### src/rtl/mux_scan_ctrl_if.sv
`timescale 1ns/1ps
`default_nettype none
// ============================================================================
// Module      : mux_scan_ctrl_if
// Description : Signal bundle between the 8:1 mux scan sequencer, its
//               requester, the external 74151-class mux and the result
//               consumer.
//   start/single/chan : conversion request (sampled in IDLE)
//   sel / mux_out     : mux select lines and mux output
//   data/valid/ready  : result byte with valid/ready handshake
//   busy              : conversion in progress until handshake completes
//   slave modport  : the sequencer side
//   master modport : the requester / mux / consumer side
// Revision    : 1.0 - initial release
// ============================================================================
interface mux_scan_ctrl_if;
  logic       start;
  logic       single;
  logic [2:0] chan;
  logic [2:0] sel;
  logic       mux_out;
  logic [7:0] data;
  logic       valid;
  logic       ready;
  logic       busy;

  modport slave (
    input  start, single, chan, mux_out, ready,
    output sel, data, valid, busy
  );

  modport master (
    output start, single, chan, mux_out, ready,
    input  sel, data, valid, busy
  );
endinterface
`default_nettype wire

### src/rtl/mux_scan_ctrl.sv
`timescale 1ns/1ps
`default_nettype none
// ============================================================================
// Module      : mux_scan_ctrl
// Description : Sequencer for an external 8:1 data selector. Steps the
//               select lines, waits SETTLE cycles after every select change,
//               samples the mux output, and either assembles all eight
//               channels into a byte (scan) or returns one channel in bit 0
//               (single). Result is offered on a valid/ready handshake.
// Ports       : clk   - system clock, rising edge
//               reset - synchronous active-high reset
//               bus   - mux_scan_ctrl_if.slave (request, mux, result)
// Parameters  : SETTLE - wait cycles after a select change (1..15)
// Revision    : 1.0 - initial release
// ============================================================================
module mux_scan_ctrl #(
  parameter int unsigned SETTLE = 2
) (
  input  logic           clk,
  input  logic           reset,
  mux_scan_ctrl_if.slave bus
);

  typedef enum logic [1:0] {
    ST_IDLE   = 2'd0,
    ST_SETTLE = 2'd1,
    ST_SAMPLE = 2'd2,
    ST_HOLD   = 2'd3
  } state_t;

  // Counter reload: SETTLE-1 down to 0 gives SETTLE settle cycles.
  localparam logic [3:0] CNT_LOAD = 4'(SETTLE - 1);

  state_t     state, state_nxt;
  logic [3:0] cnt, cnt_nxt;
  // Bits 0..6 of the scan; bit 7 comes straight from the final sample.
  logic [6:0] acc, acc_nxt;
  logic       mode, mode_nxt;      // 1 = single-channel conversion
  logic [2:0] sel_q, sel_nxt;
  logic [7:0] data_q, data_nxt;
  logic       valid_q, valid_nxt;
  logic       busy_q, busy_nxt;

  always_ff @(posedge clk) begin
    if (reset) begin
      state   <= ST_IDLE;
      cnt     <= 4'd0;
      acc     <= 7'd0;
      mode    <= 1'b0;
      sel_q   <= 3'd0;
      data_q  <= 8'd0;
      valid_q <= 1'b0;
      busy_q  <= 1'b0;
    end else begin
      state   <= state_nxt;
      cnt     <= cnt_nxt;
      acc     <= acc_nxt;
      mode    <= mode_nxt;
      sel_q   <= sel_nxt;
      data_q  <= data_nxt;
      valid_q <= valid_nxt;
      busy_q  <= busy_nxt;
    end
  end

  always_comb begin
    state_nxt = state;
    cnt_nxt   = cnt;
    acc_nxt   = acc;
    mode_nxt  = mode;
    sel_nxt   = sel_q;
    data_nxt  = data_q;
    valid_nxt = valid_q;
    busy_nxt  = busy_q;

    case (state)
      ST_IDLE: begin
        if (bus.start) begin
          // In single mode the chosen channel lives in sel for the whole
          // conversion, so no separate channel register is needed.
          mode_nxt  = bus.single;
          sel_nxt   = bus.single ? bus.chan : 3'd0;
          cnt_nxt   = CNT_LOAD;
          acc_nxt   = 7'd0;
          busy_nxt  = 1'b1;
          state_nxt = ST_SETTLE;
        end
      end

      ST_SETTLE: begin
        if (cnt == 4'd0) begin
          state_nxt = ST_SAMPLE;
        end else begin
          cnt_nxt = cnt - 4'd1;
        end
      end

      ST_SAMPLE: begin
        if (mode) begin
          data_nxt  = {7'd0, bus.mux_out};
          valid_nxt = 1'b1;
          state_nxt = ST_HOLD;
        end else if (sel_q != 3'd7) begin
          acc_nxt[sel_q] = bus.mux_out;
          sel_nxt        = sel_q + 3'd1;
          cnt_nxt        = CNT_LOAD;
          state_nxt      = ST_SETTLE;
        end else begin
          data_nxt  = {bus.mux_out, acc};
          valid_nxt = 1'b1;
          state_nxt = ST_HOLD;
        end
      end

      ST_HOLD: begin
        if (bus.ready) begin
          valid_nxt = 1'b0;
          busy_nxt  = 1'b0;
          state_nxt = ST_IDLE;
        end
      end

      default: state_nxt = ST_IDLE;
    endcase
  end

  assign bus.sel   = sel_q;
  assign bus.data  = data_q;
  assign bus.valid = valid_q;
  assign bus.busy  = busy_q;

endmodule
`default_nettype wire

### src/flat_wrapper.sv
// flat-port wrapper written by rule: the top's interface ports become plain ports
module mux_scan_ctrl_flat 
#(
  parameter int unsigned SETTLE = 2
)
  (clk, reset, bus_start, bus_single, bus_chan, bus_mux_out, bus_ready, bus_sel, bus_data, bus_valid, bus_busy);
  mux_scan_ctrl_if bus_i ();
  input  logic clk;
  input  logic reset;
  input wire logic [$bits(bus_i.start)-1:0] bus_start;
  input wire logic [$bits(bus_i.single)-1:0] bus_single;
  input wire logic [$bits(bus_i.chan)-1:0] bus_chan;
  input wire logic [$bits(bus_i.mux_out)-1:0] bus_mux_out;
  input wire logic [$bits(bus_i.ready)-1:0] bus_ready;
  output wire logic [$bits(bus_i.sel)-1:0] bus_sel;
  output wire logic [$bits(bus_i.data)-1:0] bus_data;
  output wire logic [$bits(bus_i.valid)-1:0] bus_valid;
  output wire logic [$bits(bus_i.busy)-1:0] bus_busy;
  assign bus_i.start = bus_start;
  assign bus_i.single = bus_single;
  assign bus_i.chan = bus_chan;
  assign bus_i.mux_out = bus_mux_out;
  assign bus_i.ready = bus_ready;
  assign bus_sel = bus_i.sel;
  assign bus_data = bus_i.data;
  assign bus_valid = bus_i.valid;
  assign bus_busy = bus_i.busy;
  mux_scan_ctrl #(.SETTLE(SETTLE)) u_core (.clk(clk), .reset(reset), .bus(bus_i));
endmodule
### config.mk
export PLATFORM = sky130hd
export DESIGN_NAME = mux_scan_ctrl_flat
export DESIGN_NICKNAME = d
export VERILOG_FILES = /design/src/rtl/mux_scan_ctrl_if.sv /design/src/rtl/mux_scan_ctrl.sv /design/src/flat_wrapper.sv
export SDC_FILE = /design/constraint.sdc
export NUM_CORES = 1
export LEC_CHECK = 0
export BUFFER_PORTS_ARGS = -buffer_cell sky130_fd_sc_hd__buf_2
export CORE_MARGIN = 5
export CORE_UTILIZATION = 35
export CTS_CLUSTER_SIZE = 30
export DETAILED_ROUTE_END_ITERATION = 8
export SKIP_LAST_GASP = 1
export SLEW_MARGIN = 20
export SYNTH_ARGS = -nofsm -noshare
export SYNTH_HDL_FRONTEND = slang
export SYNTH_SLANG_ARGS = --single-unit
### constraint.sdc
create_clock -name clk -period 3.1 [get_ports clk]
set_input_delay 0.155 -clock clk [delete_from_list [all_inputs] [get_ports clk]]
set_output_delay 0.155 -clock clk [all_outputs]
set_load 0.01 [all_outputs]
Word level (Yosys, flattened, before mapping)
Index checks and enable logic that the tools add are counted.
- logic and storage cells: 69
- output and inout bits: 13
- register bits after elaboration: 27
- input bits: 9
- reductions and logical operators: 14
- add/sub/neg operators: 2
- equality and inequality tests: 12
- mux-type cells: 31
- magnitude comparators: 2
- operator list (cell ; number):
    2-to-1 mux 7 bit ; 3
    2-to-1 mux 4 bit ; 4
    2-to-1 mux 8 bit ; 2
    one-hot mux 7 bit (2 select lines) ; 1
    2-to-1 mux 3 bit ; 4
    one-hot mux 4 bit (3 select lines) ; 1
    2-to-1 mux 2 bit ; 5
    AND reduction 3 bit ; 3
    inequality test 2 bit, second input constant ; 4
    one-hot mux 2 bit (4 select lines) ; 1
    bitwise mux 7 bit ; 1
    inequality test 2 x 1 -> 1 bit, second input constant ; 3
    one-hot mux 3 bit (2 select lines) ; 1
    nonzero test 2 bit ; 3
    2-to-1 mux 1 bit ; 5
    AND reduction 5 bit ; 1
    == test 2 bit, second input constant ; 2
    logical NOT 4 bit ; 1
    < comparator 3 x 4 -> 1 bit, second input constant ; 1
    one-hot mux 1 bit (2 select lines) ; 2
    AND reduction 2 bit ; 2
    AND reduction 4 bit ; 1
    subtractor 4 x 1 -> 4 bit, second input constant ; 1
    adder 3 x 1 -> 3 bit, second input constant ; 1
    8 further kinds ; 8

Depth between registers and ports, before layout
- word-level depth: 8
- depth in mapped cells: 7
- mapped depth without buffers: 6

Least setup slack after synthesis
Ideal clock, no wire load.
- path type: reg-to-reg
- from: reg u_core.sel_q[0] (netlist: u_core.bus.sel[0])
- to: reg u_core.acc[3]
- arrival: 1.521 ns
- stages on the path, launching flop included: 8
- setup slack: 1.462 ns
- data required time: 2.983 ns
- clock period less this slack: 1.638 ns
- buffers on the path: 1
- library setup time: 0.117 ns
- cells stage by stage: dfxtp_1 ha_1 ha_1 nor2_1 a21o_1 buf_2 o21ai_0 a32o_1
- word-level cells in the longest chain between the ends: 8
- elaborated cells between the ends (all ways): 12
- those cells by class: order compare: 2; eq/ne: 2; mux: 6; reduce/logical: 2
- RTL lines (what ; line ; RTL):
    start, declared ; mux_scan_ctrl.sv:39 ; logic [2:0] sel_q, sel_nxt;
    start signal, assigned ; mux_scan_ctrl.sv:59 ; sel_q <= sel_nxt;
    < comparator 3 x 4 -> 1 bit (implied by the code) / greater-or-equal comparator 3 x 1 -> 1 bit (equally long branches) ; mux_scan_ctrl.sv:104 ; acc_nxt[sel_q] = bus.mux_out;
    logical AND 1 bit (implied by the code) ; mux_scan_ctrl.sv:104 ;
    2-to-1 mux 1 bit (implied by the code) ; mux_scan_ctrl.sv:104 ;
    demux 1 bit (select 3 bit) ; -- ;
    bitwise mux 7 bit ; mux_scan_ctrl.sv:104 ;
    2-to-1 mux 7 bit ; mux_scan_ctrl.sv:103 ; end else if (sel_q != 3'd7) begin
    2-to-1 mux 7 bit ; mux_scan_ctrl.sv:99 ; if (mode) begin
    one-hot mux 7 bit (2 select lines) ; mux_scan_ctrl.sv:76 ; case (state)
    end signal, assigned ; mux_scan_ctrl.sv:57 ; acc <= acc_nxt;
    end, declared ; mux_scan_ctrl.sv:37 ; logic [6:0] acc, acc_nxt;
Parallel ways exist; a longest one is shown, timed or not. The select of a mux whose other input is x is not followed.
A chain may end at the register's enable or synchronous reset.

Worst setup path after layout
Same ends and word-level chain as after synthesis.

==> out/qor.txt <==
initial core utilization: 37.2%
unrepaired setup endpoints after global routing: false
count of cell types in the netlist: 36
drt first pass iters: 4
critical path type: register to register
crit share post-route: 62.2%
htree depth: 1
clock skew: 6.15 ps
Seq/Total Area, Yosys: 42.5%
grt ovf: 0
Avg Cell Area, Syn: 8.47 um2
Final Max Tran Viols: 0
post-CTS sizing: 0
most common cell after layout, fill and taps aside: dfxtp_1
Detailed Route WL: 2770 um
Synth warnings: 0
largest area contributor in the netlist: dfxtp_1
largest buffer count on any clock path: 2
Worst-Margin Slew: 616 ps
setup TNS: 0 ps
CTS tree: yes
Routed wire per std cell: 13.2 um
global router's overall resource usage: 12.2%
# fillers: 358
IO Pins: 22
hold crit path type: input port to register
non-filler cells, final: 210
CTS Hold Bufs: 0
clk sinks: 27
outcome: completed
Leakage: 0.554 nW
Remaining DRCs: 0
Detail Placement HPWL: 2070 um
clock-pin slew on the worst setup and hold paths: 150 ps
max_slew headroom: 58.7%
final setup fails: 0
Peak VDD IR: 0.000185 V
Mapped Area: 1270 um2
Yosys top cell area share: 42.5%
Inst Count DP: 206
CP startpoint kind: register
root buf cell: clkbuf_4
Synth area leaders: dfxtp_1 43%, nor2_1 5.6%, a21oi_1 4.7%
ANT nets after route: 0
first-pass GRT wire length: 4970 um
share of layout cells above drive strength 1: 17.1%
Fin. Hold Viols: 0
Pwr Density: 545 nW/um2
Die Y: 70.3 um
CP arrival: 2180 ps
area of the die: 4940 um2
Ant. Diodes: 0
initial antenna violation count: 0
total core area: 3420 um2
Critical Path End Type: register
IO buf count: 21
max cap viols: 0
Worst-Skew Late Latency: 340 ps
crit-path max FO: 12
Num CTS Buffers: 3
vias per inst: 5.30
initial drt markers: 102
Synth Net Count: 163
Syn-to-layout area delta: 11.0%
Critical Path RT: 3350 ps
fin nets: 178
largest net degree at the start of global routing: 24
FF-to-FF path depth: 6
synthesized flop and latch total: 27
setup bufs post-CTS: 0
Tmin final: 1930 ps
Cells after Synth: 150
Worst R2R Setup Slack: 1170 ps
Hold Path Depth: 3
Final Wtd Congestion: 0.869
Vias: 1,114
highest-count cells in the layout ignoring fill and taps: 27 x dfxtp_1, 21 x buf_2, 19 x nor2_1
Die Wd: 70.3 um
row cnt: 21
Fmax: 518 MHz
number of global-route vias before repair: 1,066
==> worst paths after layout <==
| path | startpoint | end |
|---|---|---|
| hold / removal | bus_chan[1] | u_core.bus.sel[1] |
| setup / recovery | u_core.bus.sel[0] | u_core.acc[3] |
| setup reg to reg | u_core.bus.sel[0] | u_core.acc[3] |
| hold reg to reg | u_core.bus.data[7] | u_core.bus.data[7] |
==> per-layer routing <==
layer  global-route usage (%)  vias up  wire length, um
met2                     18.2       33             1160
li1                         -      565                -
met5                        0        -                0
met3                     2.01        5              191
met1                     17.4      511             1370
met4                     5.11        0               53
==> where the power goes <==
part | switching (mW) | internal (mW)
clock | 0.110 | 0.0495
combinational | 0.110 | 0.0782
sequential | 0.0482 | 0.373
total | 0.268 | 0.501
==> layout make-up <==
class / count / area (um2) / share of cell area, %
clock buffer: 3 / 22.5 / 1.60
inverter: 4 / 15.0 / 1.06
clock inverter: 1 / 7.51 / 0.532
multi-input combinational: 108 / 663 / 47.0
timing repair buffer: 21 / 105 / 7.45
tap: 46 / 57.6 / 4.08
sequential: 27 / 541 / 38.3
==> Yosys cell counts, drive strengths merged <==
| library cell | number |
|---|---|
| nor3b | 3 |
| nor3 | 4 |
| a2bb2oi | 1 |
| a22oi | 6 |
| o31ai | 1 |
| mux2i | 2 |
| nand3b | 2 |
| nand4b | 1 |
| a21oi | 12 |
| nand2 | 13 |
| nand2b | 5 |
| a31oi | 1 |
| ha | 4 |
| a21o | 1 |
| nand3 | 4 |
| nor2 | 19 |
| and2b | 1 |
| a211oi | 1 |
| clkbuf | 7 |
| dfxtp | 27 |
| inv | 4 |
| o41ai | 1 |
| or3 | 2 |
| or4 | 1 |
| o311ai | 1 |
| buf | 4 |
| o211ai | 3 |
| nor4 | 1 |
| a311oi | 2 |
| a32o | 4 |
| o21ai | 9 |
| nor2b | 3 |
==> registers in the layout (all words and copies together) (netlist names) <==
name,flops
u_core.bus.sel,3
u_core.bus.valid,1
u_core.state,2
u_core.acc,7
u_core.cnt,4
u_core.mode,1
u_core.bus.busy,1
u_core.bus.data,8
==> per-stage QoR <==
| step | hold WS [ps] | setup slack (ps) | power [mW] | utilization, % | cell area, um2 |
|---|---|---|---|---|---|
| after floorplan | 262 | 1460 | 0.575 | - | 1270 |
| after global placement | 439 | 1240 | 0.613 | 40.4 | 1380 |
| after detailed placement | 446 | 1190 | 0.617 | 40.4 | 1380 |
| after CTS | 89.2 | 1180 | 0.774 | 41.3 | 1410 |
| after global routing | 102 | 979 | 0.829 | 41.3 | 1410 |
| final | 89.6 | 1170 | 0.769 | 41.3 | 1410 |
==> logic make-up after synthesis <==
group	count (synthesis)	synth area share, %
AND/OR/NAND/NOR	59	24.2
AO/OA/AOI/OAI	43	22.4
flip-flops	27	42.5
buffers and inverters	15	5.31
adder cells (fa/ha/maj)	4	3.94
multiplexers	2	1.57
==> worst max-delay path, cell delays in order (launching register included) <==
cell and delay, ps:
dfxtp_1 450, ha_1 260, ha_1 240, nor2_1 160
a21o_1 330, o21ai_0 150, a32o_1 270
Power figures use the tool's default switching activity.
